<file path="src/rtl/cascade_modn_counter.sv">
// Cascaded chain of 4-bit modulo-N digits with up/down count, clamped parallel load,
// sticky overflow and a lap-capture snapshot; carry_out is combinational for chaining.
module cascade_modn_counter #(
  parameter int unsigned           DIGITS = 4,
  parameter logic [4*DIGITS-1:0]   MODULI = 16'h6A6A
) (
  input  logic                  clk,
  input  logic                  reset,
  input  logic                  enable,
  input  logic                  up_down,
  input  logic                  clear,
  input  logic                  load,
  input  logic [4*DIGITS-1:0]   load_value,
  input  logic                  lap,
  output logic [4*DIGITS-1:0]   count,
  output logic [4*DIGITS-1:0]   lap_count,
  output logic                  lap_valid,
  output logic                  carry_out,
  output logic                  overflow
);

  localparam int unsigned W = 4 * DIGITS;

  logic [W-1:0]      r_count;
  logic [W-1:0]      r_lap_count;
  logic              r_lap_valid;
  logic              r_overflow;

  logic [W-1:0]      w_count_adv;
  logic [W-1:0]      w_count_load;
  logic [W-1:0]      w_count_nxt;
  logic              w_overflow_nxt;
  logic [DIGITS-1:0] w_term;
  logic [DIGITS-1:0] w_step;
  logic              w_all_term;

  if (DIGITS == 0 || DIGITS > 8) begin : g_bad_digits
    $error("cascade_modn_counter: DIGITS must be in 1..8");
  end

  for (genvar k = 0; k < DIGITS; k++) begin : g_digit
    // Encoding 0 means modulus 16, so ENC-1 wraps to 15 as the up-count terminal.
    localparam logic [3:0] ENC  = MODULI[4*k +: 4];
    localparam logic [3:0] MAXV = ENC - 4'd1;

    if (ENC == 4'd1) begin : g_bad_mod
      $error("cascade_modn_counter: modulus encoding 1 is illegal");
    end

    logic [3:0] w_cur;
    logic [3:0] w_ld;

    assign w_cur     = r_count[4*k +: 4];
    assign w_ld      = load_value[4*k +: 4];
    assign w_term[k] = up_down ? (w_cur == MAXV) : (w_cur == 4'd0);

    if (k == 0) begin : g_lsd
      assign w_step[k] = 1'b1;
    end else begin : g_upper
      assign w_step[k] = &w_term[k-1:0];
    end

    assign w_count_adv[4*k +: 4] =
      !w_step[k] ? w_cur :
      w_term[k]  ? (up_down ? 4'd0 : MAXV) :
                   (up_down ? w_cur + 4'd1 : w_cur - 4'd1);

    assign w_count_load[4*k +: 4] = (w_ld > MAXV) ? MAXV : w_ld;
  end

  assign w_all_term = &w_term;
  assign carry_out  = enable & w_all_term;

  // Edge priority: clear > load > enable.
  always_comb begin
    w_count_nxt    = r_count;
    w_overflow_nxt = r_overflow;
    if (clear) begin
      w_count_nxt    = '0;
      w_overflow_nxt = 1'b0;
    end else if (load) begin
      w_count_nxt    = w_count_load;
      w_overflow_nxt = 1'b0;
    end else if (enable) begin
      w_count_nxt    = w_count_adv;
      w_overflow_nxt = r_overflow | w_all_term;
    end
  end

  // Lap capture samples the pre-edge count independently of clear/load/enable.
  always_ff @(posedge clk or negedge reset) begin
    if (!reset) begin
      r_count     <= '0;
      r_overflow  <= 1'b0;
      r_lap_count <= '0;
      r_lap_valid <= 1'b0;
    end else begin
      r_count     <= w_count_nxt;
      r_overflow  <= w_overflow_nxt;
      r_lap_valid <= lap;
      if (lap) begin
        r_lap_count <= r_count;
      end
    end
  end

  assign count     = r_count;
  assign overflow  = r_overflow;
  assign lap_count = r_lap_count;
  assign lap_valid = r_lap_valid;

endmodule
</file>
<file path="config.mk">
export PLATFORM = sky130hd
export DESIGN_NAME = cascade_modn_counter
export DESIGN_NICKNAME = d
export VERILOG_FILES = /design/src/rtl/cascade_modn_counter.sv
export SDC_FILE = /design/constraint.sdc
export NUM_CORES = 1
export LEC_CHECK = 0
export BUFFER_PORTS_ARGS = -buffer_cell sky130_fd_sc_hd__buf_2
export CAP_MARGIN = 5
export CORE_UTILIZATION = 30
export DETAILED_ROUTE_END_ITERATION = 6
export PLACE_DENSITY_LB_ADDON = 0.05
export SYNTH_ARGS = -nofsm -noshare
export SYNTH_HDL_FRONTEND = slang
export SYNTH_SLANG_ARGS = --single-unit
</file>
<file path="constraint.sdc">
create_clock -name clk -period 2.1 [get_ports clk]
set_input_delay 0.315 -clock clk [delete_from_list [all_inputs] [get_ports clk]]
set_output_delay 0.315 -clock clk [all_outputs]
set_load 0.005 [all_outputs]
</file>
; After elaboration in Yosys (flattened, before gate mapping)
; Index checks and enable logic that the tools add are counted.
[totals]
elab_cells = 66
regBits = 34
in_bits = 23
[classes]
n_reduce_logical = 14
n_mux = 27
n_eq_ne = 4
add_sub_neg = 8
bitwise = 2
magnitude_cmp = 4
[ops]
columns = operator, count
row1 = 4-bit two-way mux, 16
row2 = 16-bit two-way mux, 3
row3 = 4-bit by 1-bit adder with 4-bit output (second input constant), 4
row4 = 4-bit zero test, 4
row5 = 4-bit by 1-bit subtractor with 4-bit output (second input constant), 4
row6 = 3-bit nonzero test, 4
row7 = 4-bit by 3-bit == test with 1-bit output (second input constant), 2
row8 = 4-bit == test (second input constant), 2
row9 = 4-bit by 3-bit > comparator with 1-bit output (second input constant), 2
row10 = 4-bit > comparator (second input constant), 2
row11 = 2-bit AND reduction, 4
row12 = 1-bit two-way mux, 7
row13 = 4-bit AND reduction, 1
row14 = 3-bit two-way mux, 1
row15 = 3-bit AND reduction, 1
row16 = 1-bit bitwise AND, 1
row17 = 1-bit OR, 1

; Depth between registers and ports, before layout
; Gate-level depths: netlist (run 1).
[logic_depth]
word_depth = 7
depth_mapped = 8

; Worst setup path before layout (run 1)
; OpenSTA, ideal clock, no wires.
[synth_timing]
kind = input-to-reg
start = in up_down
end = reg r_count[7], in the netlist count[7]
arrival_ns = 2.088
slack_ns = -0.066
cell_stages = 8
setup_ns = 0.078
path_cell_list = buf_2 > inv_1 > ha_1 > a21o_1 > a21oi_1 > xnor2_1 > or4_1 > a21boi_1
[synth_via]
elab_chain_cells = 6
word_cells_on_any_way = 10
[synth_lines]
columns = item, line
row1 = start: declaration, 10  ; input logic up_down,
row2 = 4-bit two-way mux or 1-bit two-way mux (tied branches), "66, 55"
row3 = 4-bit two-way mux, 65  ; w_term[k] ? (up_down ? 4'd0 : MAXV) :
row4 = 4-bit two-way mux, 64  ; !w_step[k] ? w_cur :
row5 = 16-bit two-way mux, 84  ; end else if (enable) begin
row6 = 16-bit two-way mux, 81  ; end else if (load) begin
row7 = 16-bit two-way mux, 78  ; if (clear) begin
row8 = end signal: assignment, 98  ; r_count <= w_count_nxt;
row9 = end: declaration, 24  ; logic [W-1:0] r_count;
; Several ways; a longest one is shown, not always the timed one. The select of a mux whose other input is x is not followed.
; A chain may end at the register's enable or synchronous reset.

; Final worst setup path (run 1)
[layout_timing]
start = reg r_count[8], in the netlist count[8]
end = out carry_out
[layout_via]
elab_chain_cells = 4
word_cells_on_any_way = 5
[layout_lines]
columns = item, line
row1 = 4-bit == test or 4-bit zero test (tied branches), 55  ; assign w_term[k] = up_down ? (w_cur == MAXV) : (w_cur == 4'd0);
row2 = 1-bit two-way mux *, 55
row3 = 4-bit AND reduction *, 71  ; assign w_all_term = &w_term;
row4 = 1-bit bitwise AND *, 72  ; assign carry_out = enable & w_all_term;
row5 = end: declaration, 18  ; output logic carry_out,
; Mark *: on every way between the ends. The rest lies on a longest branch, timed or not.

==> results of run 1 <==
[stage by stage]
stage / setup slack (ns) / cells / utilization / hold slack [ns] / area [sq um]
after floorplan: 0.03274 / 197 / - / 0.01941 / 2078
after global placement: 0.005296 / 337 / 0.3931 / 0.4636 / 2539
after detailed placement: 0.03682 / 337 / 0.3931 / 0.4567 / 2539
after CTS: 0.01344 / 345 / 0.4066 / 0.1495 / 2626
after global routing: -0.01599 / 346 / 0.4111 / 0.1938 / 2655
final: 0.07318 / 346 / 0.4111 / 0.1168 / 2655
[power groups by stage]
stage          Sequential [mW]  Combinational, mW  Clock, mW
2_1_floorplan            0.770              0.228          0
3_3_place_gp             0.760              0.418          0
3_5_place_dp             0.761              0.415          0
4_1_cts                  0.748              0.421      0.475
5_1_grt                  0.756              0.475      0.507
6_report                 0.747              0.421      0.468
[worst min-delay path by stage]
| stage | startpoint | to | cells after the start |
|---|---|---|---|
| finish | reset | lap_count[10] | 1 |
| detailed placement | reset | lap_count[10] | 1 |
| floorplan | reset | count[0] | 0 |
| global placement | reset | lap_count[10] | 1 |
| CTS | reset | lap_count[10] | 1 |
| global route | reset | lap_count[9] | 1 |
[flip-flops by register name (all words and copies together), names as in the netlist]
name	count
count	16
lap_count	16
overflow	1
lap_valid	1
[per-layer routing]
| layer | wire, microns | GRT usage | vias up |
|---|---|---|---|
| met5 | 0 | 0 | - |
| met4 | 42 | 0.04468 | 0 |
| met3 | 204 | 0.03638 | 5 |
| met2 | 2538 | 0.2587 | 46 |
| met1 | 2576 | 0.2198 | 889 |
| li1 | - | - | 873 |
[what timing repair did]
item                                    4_1_cts  5_1_grt
resized for setup                             1        5
endpoints found under the setup margin        1        1
setup buffers                                 1        1
pin swaps                                     1        4
[Yosys cell counts, types with 3 or more instances]
library cell | n | area share
dfrtp_1 | 34 | 0.42
mux2_2 | 17 | 0.094
nor2_1 | 14 | 0.026
a21oi_1 | 13 | 0.032
nand2_1 | 12 | 0.022
xnor2_1 | 9 | 0.039
ha_1 | 8 | 0.049
o21ai_0 | 8 | 0.020
nor3_1 | 7 | 0.017
nand3_1 | 6 | 0.015
a21o_1 | 5 | 0.018
a221oi_1 | 4 | 0.017
clkbuf_1 | 4 | 0.0073
fa_1 | 4 | 0.039
inv_1 | 4 | 0.0073
a211oi_1 | 3 | 0.011
a311oi_1 | 3 | 0.013
and3_1 | 3 | 0.0092
[logic make-up (layout without fill, tap and decap cells)]
| group | Yosys count | after routing | synth area share |
|---|---|---|---|
| muxes | 17 | 17 | 0.09352 |
| and+or+nand+nor | 54 | 54 | 0.1345 |
| xor gates and xnor gates | 11 | 11 | 0.04707 |
| AOI/OAI and AO/OA | 55 | 55 | 0.1889 |
| buffers and inverters | 14 | 86 | 0.03239 |
| DFF | 34 | 34 | 0.4156 |
| adders and majority gates | 12 | 12 | 0.08802 |
[worst max-delay path: cells and delay by family (launching register included)]
family | cells | cell delay (ns)
and+or+nand+nor | 3 | 0.62
DFF | 1 | 0.39
AOI/OAI and AO/OA | 1 | 0.30
buffers and inverters | 1 | 0.12
[area by class of cell]
class                      count  area [sq um]  share of cell area
tap                           77         96.34             0.03629
multi-input combinational    149          1180              0.4444
timing repair buffer          75         432.9              0.1631
sequential                    34         850.8              0.3205
clock buffer                   7         76.32             0.02875
inverter                       4         18.77            0.007069
[placed cells by master, fill, tap and decap left out, types with 3 or more instances in the layout]
master,count
buf_2,57
nand3_1,5
a21oi_1,13
nor3_1,7
clkbuf_8,5
dfrtp_1,34
a21o_1,5
a311oi_1,3
buf_4,17
o21ai_0,8
a211oi_1,3
nand2_1,12
inv_1,3
ha_1,6
xnor2_1,9
nor2_1,13
fa_1,4
a221oi_1,4
mux2_2,17
==> results_dict.tcl, run 1 <==
set metrics [dict create \
    crit_path_start_kind "flip-flop" \
    p_int_mw 1.142 \
    synth.cell_area_sq_um 2047 \
    p_sw_frac 0.3018 \
    ys_warn_count 0 \
    post-route-period-util 0.9652 \
    slowest_stage "dfrtp_1" \
    worst_pin_slew_ns 0.8064 \
    setup_viol 0 \
    ys_seq_area_frac 0.4156 \
    finClkSkew_ns 0.005116 \
    fill_cells 674 \
    maxCapViolCount 0 \
    required_ns 1.78 \
    finalHoldViolCount 0 \
    p_per_area_nw_per_um2 616.3 \
    cts-buffers-inserted 5 \
    synth-edff-count 0 \
    reg2reg_slack_ns 0.16 \
    initial_core_util 0.3169 \
    max-clock-path-buffers 2 \
    synth_seq_cells 34 \
    htree_levels 2 \
    ir_worst_vdd_uv 335.3 \
    cp_cell_sequence "or3_4 > a211oi_4 > nand3_2 > nor2_2 > buf_2" \
    vias 1813 \
    drive_gt1_frac 0.4052 \
    p_leak_nw 1.290 \
    synth_cell_types 45 \
    fmax_mhz 493.4 \
    clkPwrFrac 0.286 \
    grt_pass1_vias 1756 \
    avgSynthCellArea_sq_um 10.39 \
    layout_min_cycle_time_ns 2.027 \
    slew_headroom 0.4567 \
    cp-endpoint "carry_out" \
    ys.flop_type "dfrtp_1" \
    clk_pin_slew_worst_paths_ns 0.07 \
    hpwlAfterDp_mm 3.821 \
    synthArstFlopShare 1.000 \
    place.gp.congestion 0.7773 \
    core-area_sq_um 6459 \
    drv_slew 0 \
    hp-class "input port to asynchronous set/reset pin" \
    timing.rr.start "count[4]" \
    r2r_cells 5 \
    clk_latency_ns 0.28 \
    setup_tns_ns 0 \
    worstPathMaxFanout 2 \
    root_buffer "clkbuf_8" \
    slowest_delay_ns 0.39 \
    design.die.area_sq_um 7157 \
    antenna_found_initial 0 \
    drc_errors 0 \
    path_class "flip-flop to output pin" \
    outcome "finished clean" \
    cts_hold_buf 0 \
    synthesis.nets 232 \
    postRouteAntennaNets 0 \
    cts_tree "done" \
    wl_per_cell_microns 15.50 \
    grt_use_total 0.1616 \
    num-nets-final 304 \
    viasPerCell 5.240 \
    overflow 0 \
    drtPass1Iterations 6 \
    drtIter0Drc 119 \
    area_growth_pct 29.71 \
    clkSinkCount 34 \
    end_kind "output pin" \
    seqPwrFrac 0.457 \
    die_x_microns 84.60 \
    portBuffers 57 \
    critPathLaunch "count[8]" \
    p_comb_frac 0.257 \
    dieHeight_microns 84.60 \
    rows 29 \
    grt_max_degree 35 \
    pin_count 58 \
    p_sw_uw 493.9 \
    diodes 0 \
    p_total_mw 1.636 \
    grt_pass1_wl_mm 9.059 \
    worst_r2r_endpoint "count[8]" \
    wl_mm 5.362 \
    syn_inst 197 \
    worstPathArrival_ns 1.71 \
    rsz0062_at_grt "true" \
]
Note: power is estimated with default switching activity, not from simulation.
==> inputs of run 2 (changes only) <==
- CORE_UTILIZATION: 30 -> 52
==> results_dict.tcl, run 2 (synthesis gave the netlist of run 1 again) <==
set metrics [dict create \
    required_ns 1.78 \
    finalHoldViolCount 0 \
    postRouteAntennaNets 0 \
    initial_core_util 0.5508 \
    met2_length_mm 2.370 \
    drc_errors 0 \
    die_x_microns 64.74 \
    maxCapViolCount 0 \
    p_per_area_nw_per_um2 654.8 \
    drive_gt1_frac 0.4113 \
    finClkSkew_ns 0.007102 \
    core-area_sq_um 3716 \
    grt_pass1_wl_mm 8.059 \
    wl_met3_microns 269 \
    wl_mm 4.794 \
    setup_viol 0 \
    reg2reg_slack_ns 0.16 \
    cts_tree "done" \
    rsz0062_at_grt "true" \
    max-clock-path-buffers 2 \
    antenna_found_initial 0 \
    rows 22 \
    worstPathArrival_ns 1.73 \
    ir_worst_vdd_uv 420.0 \
    clk_pin_slew_worst_paths_ns 0.07 \
    drv_slew 0 \
    drtPass1Iterations 4 \
    root_buffer "clkbuf_8" \
    htree_levels 2 \
    viasPerCell 5.735 \
    holdWs_ns 0.09203 \
    setup_tns_ns 0 \
    fmax_mhz 488.9 \
    path_class "flip-flop to output pin" \
    clkSinkCount 34 \
    grt_max_degree 35 \
    p_leak_nw 1.290 \
    final_common_cell "buf_2" \
    vias 1795 \
    slew_headroom 0.4937 \
    cts-buffers-inserted 5 \
    diodes 0 \
    overflow 0 \
    layout_min_cycle_time_ns 2.045 \
    drtIter0Drc 152 \
    design.die.area_sq_um 4191 \
    hp-class "input port to asynchronous set/reset pin" \
    top_layer_used "met4" \
    area_growth_pct 28.42 \
    grt_pass1_vias 1662 \
    num-nets-final 299 \
    grt_use_total 0.2552 \
    pin_count 58 \
    wl_met1_mm 2.107 \
    worstPathMaxFanout 2 \
    hpwlAfterDp_mm 3.380 \
    dieHeight_microns 64.74 \
    clk_latency_ns 0.29 \
    worst_pin_slew_ns 0.7595 \
    wl_per_cell_microns 15.32 \
    crit_path_start_kind "flip-flop" \
    outcome "finished clean" \
    post-route-period-util 0.9740 \
    end_kind "output pin" \
    final_cell_mix "buf_2, dfrtp_1, mux2_2, nor2_1, a21oi_1" \
    place.gp.congestion 0.8313 \
    portBuffers 57 \
]
run 2: final timing paths:
| kind | startpoint | to | cells after the start |
|---|---|---|---|
| max in group asynchronous | reset | count[3] | 1 |
| setup reg to reg | count[11] | count[13] | 6 |
| setup / recovery | count[11] | carry_out | 5 |
| hold reg to reg | overflow | overflow | 1 |
| min in group clk | load_value[2] | count[2] | 3 |
| hold / removal | reset | count[8] | 1 |
run 2: layer usage:
layer | up-vias | global-route usage
li1 | 862 | -
met1 | 873 | 0.3348
met2 | 54 | 0.4206
met3 | 6 | 0.04577
met4 | 0 | 0.08889
met5 | - | 0
run 2: stage by stage:
| stage | worst slack, ns | power [mW] | std cells | cell area [sq um] | util |
|---|---|---|---|---|---|
| finish | 0.05452 | 1.721 | 313 | 2629 | 0.7074 |
| global route | -0.01442 | 1.820 | 313 | 2629 | 0.7074 |
| CTS | 0.02033 | 1.732 | 313 | 2610 | 0.7024 |
| detailed placement | -0.02466 | 1.159 | 304 | 2472 | 0.6653 |
| global placement | -0.003282 | 1.153 | 304 | 2472 | 0.6653 |
| floorplan | 0.03274 | 0.9982 | 197 | 2078 | - |
run 2: layout make-up:
| type | instances | area (sq um) |
|---|---|---|
| multi-input combinational | 149 | 1192 |
| inverter | 4 | 18.77 |
| fill | 298 | 1087 |
| clock buffer | 8 | 110.1 |
| timing repair buffer | 70 | 395.4 |
| sequential | 34 | 852.1 |
| tap | 48 | 60.06 |
run 2: repair_timing:
item | in CTS | in global routing
pin swaps | 1 | 1
hold buffers | 0 | 0
buffers inserted | 1 | 0
gates resized for setup | 5 | 5
setup endpoints to repair | 1 | 5
run 2: critical path: stages, from the launching register on:
cell	delay (ns)
dfrtp_1	0.39
or3_1	0.39
a211oi_4	0.25
nand3_2	0.13
nor2_2	0.15
buf_2	0.13
run 2: where the power goes:
| part | internal, mW | switching (mW) | total [mW] | leakage, nW |
|---|---|---|---|---|
| clock network | 0.331 | 0.230 | 0.560 | 0.0575 |
| logic | 0.203 | 0.204 | 0.407 | 0.788 |
| registers | 0.705 | 0.0483 | 0.754 | 0.445 |
| total | 1.24 | 0.482 | 1.72 | 1.29 |
==> inputs of run 3 (changes only) <==
==> constraint.sdc (replaced) <==
create_clock -name clk -period 2.1 [get_ports clk]
set_input_delay 0.105 -clock clk [delete_from_list [all_inputs] [get_ports clk]]
set_output_delay 0.105 -clock clk [all_outputs]
set_load 0.005 [all_outputs]
==> results_dict.tcl, run 3 (synthesis gave the netlist of run 1 again) <==
set metrics [dict create \
    clkSinkCount 34 \
    htree_levels 2 \
    clk_latency_ns 0.29 \
    cp_cell_sequence "or3_4 > a21boi_2 > buf_4 > nand3_1 > nor2_2 > buf_2" \
    p_per_area_nw_per_um2 646.2 \
    seqPwrFrac 0.456 \
    crit_family "simple AND/OR/NAND/NOR gates" \
    p_total_mw 1.640 \
    cts_tree "done" \
    finalHoldViolCount 0 \
    wl_mm 4.618 \
    num-nets-final 298 \
    place.gp.congestion 0.8959 \
    slew_headroom 0.4943 \
    area_growth_pct 23.96 \
    drtIter0Drc 134 \
    ir_worst_vdd_uv 494.9 \
    initial_core_util 0.5508 \
    slowest_stage "dfrtp_2" \
    drtPass1Iterations 4 \
    grt_pass1_wl_mm 7.734 \
    grt_use_total 0.2497 \
    hp-class "input port to flip-flop" \
    clkPwrFrac 0.304 \
    grt_max_degree 35 \
    end_kind "output pin" \
    p_int_mw 1.164 \
    drv_slew 0 \
    portBuffers 57 \
    worstPathArrival_ns 1.87 \
    max-clock-path-buffers 2 \
    design.die.area_sq_um 4191 \
    outcome "finished clean" \
    drc_errors 0 \
    slowest_delay_ns 0.44 \
    hpwlAfterDp_mm 3.361 \
    overflow 0 \
    viasPerCell 5.683 \
    p_sw_frac 0.2901 \
    clk_pin_slew_worst_paths_ns 0.07 \
    maxCapViolCount 0 \
    diodes 0 \
    antenna_found_initial 0 \
    worst_pin_slew_ns 0.7585 \
    post-route-period-util 0.9402 \
    wl_per_cell_microns 14.80 \
    p_leak_nw 1.273 \
    critPathBufInv 2 \
    dieHeight_microns 64.74 \
    finClkSkew_ns 0.003980 \
    pin_count 58 \
    setup_tns_ns 0 \
    crit_path_start_kind "flip-flop" \
    fill_cells 306 \
    layout_min_cycle_time_ns 1.974 \
    final_cell_mix "buf_2, dfrtp_1, mux2_2, nor2_1, a21oi_1" \
    die_x_microns 64.74 \
    worstPathMaxFanout 7 \
    cts-buffers-inserted 5 \
    required_ns 2.00 \
    postRouteAntennaNets 0 \
    final_common_cell "buf_2" \
    vias 1773 \
    p_comb_frac 0.240 \
    root_buffer "clkbuf_8" \
    core-area_sq_um 3716 \
    path_class "flip-flop to output pin" \
    setup_viol 0 \
    grt_pass1_vias 1662 \
    drive_gt1_frac 0.3788 \
    rows 22 \
    fmax_mhz 506.5 \
    p_sw_uw 475.6 \
    rsz0062_at_grt "false" \
]
[run 3: power by group through the flow]
stage	Combinational [mW]	Clock [mW]	Sequential, mW
floorplan	0.225	0	0.769
global placement	0.386	0	0.759
detailed placement	0.391	0	0.759
CTS	0.394	0.513	0.747
global route	0.447	0.539	0.755
finish	0.394	0.499	0.747
[run 3: routing by layer]
| metal | share of wire | vias to the layer above | global-route usage |
|---|---|---|---|
| met5 | 0 | - | 0 |
| met4 | 0.010 | 0 | 0.1000 |
| met3 | 0.052 | 4 | 0.05282 |
| met2 | 0.48 | 61 | 0.4232 |
| met1 | 0.45 | 848 | 0.3074 |
| li1 | - | 860 | - |
[run 3: timing repair]
action,in CTS,in global routing
hold buffers,1,0
endpoints found under the setup margin,0,1
resized for setup,0,4
endpoints found under the hold margin,34,0
setup buffers,0,0
[run 3: through the flow]
stage	setup slack (ns)	std cells	hold WS [ns]	instance area (sq um)	util
after global placement	0.2319	303	0.2197	2424	0.6522
after floorplan	0.1441	197	-0.1906	2047	-
final	0.1256	312	0.08623	2537	0.6828
after CTS	0.06311	312	0.08288	2525	0.6795
after detailed placement	0.1646	303	0.2161	2424	0.6522
after global routing	0.02540	312	0.08971	2537	0.6828
[run 3: layout make-up]
cell class / count / area, sq um / area share
multi-input cells: 149 / 1141 / 0.4497
flip-flops and latches: 34 / 852.1 / 0.3358
repair buffers: 69 / 377.9 / 0.1489
clock buffers: 7 / 86.33 / 0.03402
well taps: 48 / 60.06 / 0.02367
inverters: 4 / 15.01 / 0.005917
clock inverters: 1 / 5.005 / 0.001972
[run 3: path summary, 6_finish.rpt]
path,start,to,slack (ns),depth (start not counted)
setup / recovery,count[3],carry_out,0.13,6
hold / removal,load_value[5],count[5],0.09,3
setup reg to reg,count[3],count[7],0.21,4
hold reg to reg,overflow,overflow,0.49,1
max in group asynchronous,reset,count[3],1.15,2
min in group asynchronous,reset,lap_count[6],0.42,2
[run 3: tightest hold or removal path, cell delays in order]
cell,delay [ns]
buf_2,0.10
nand2_1,0.05
a221oi_1,0.07
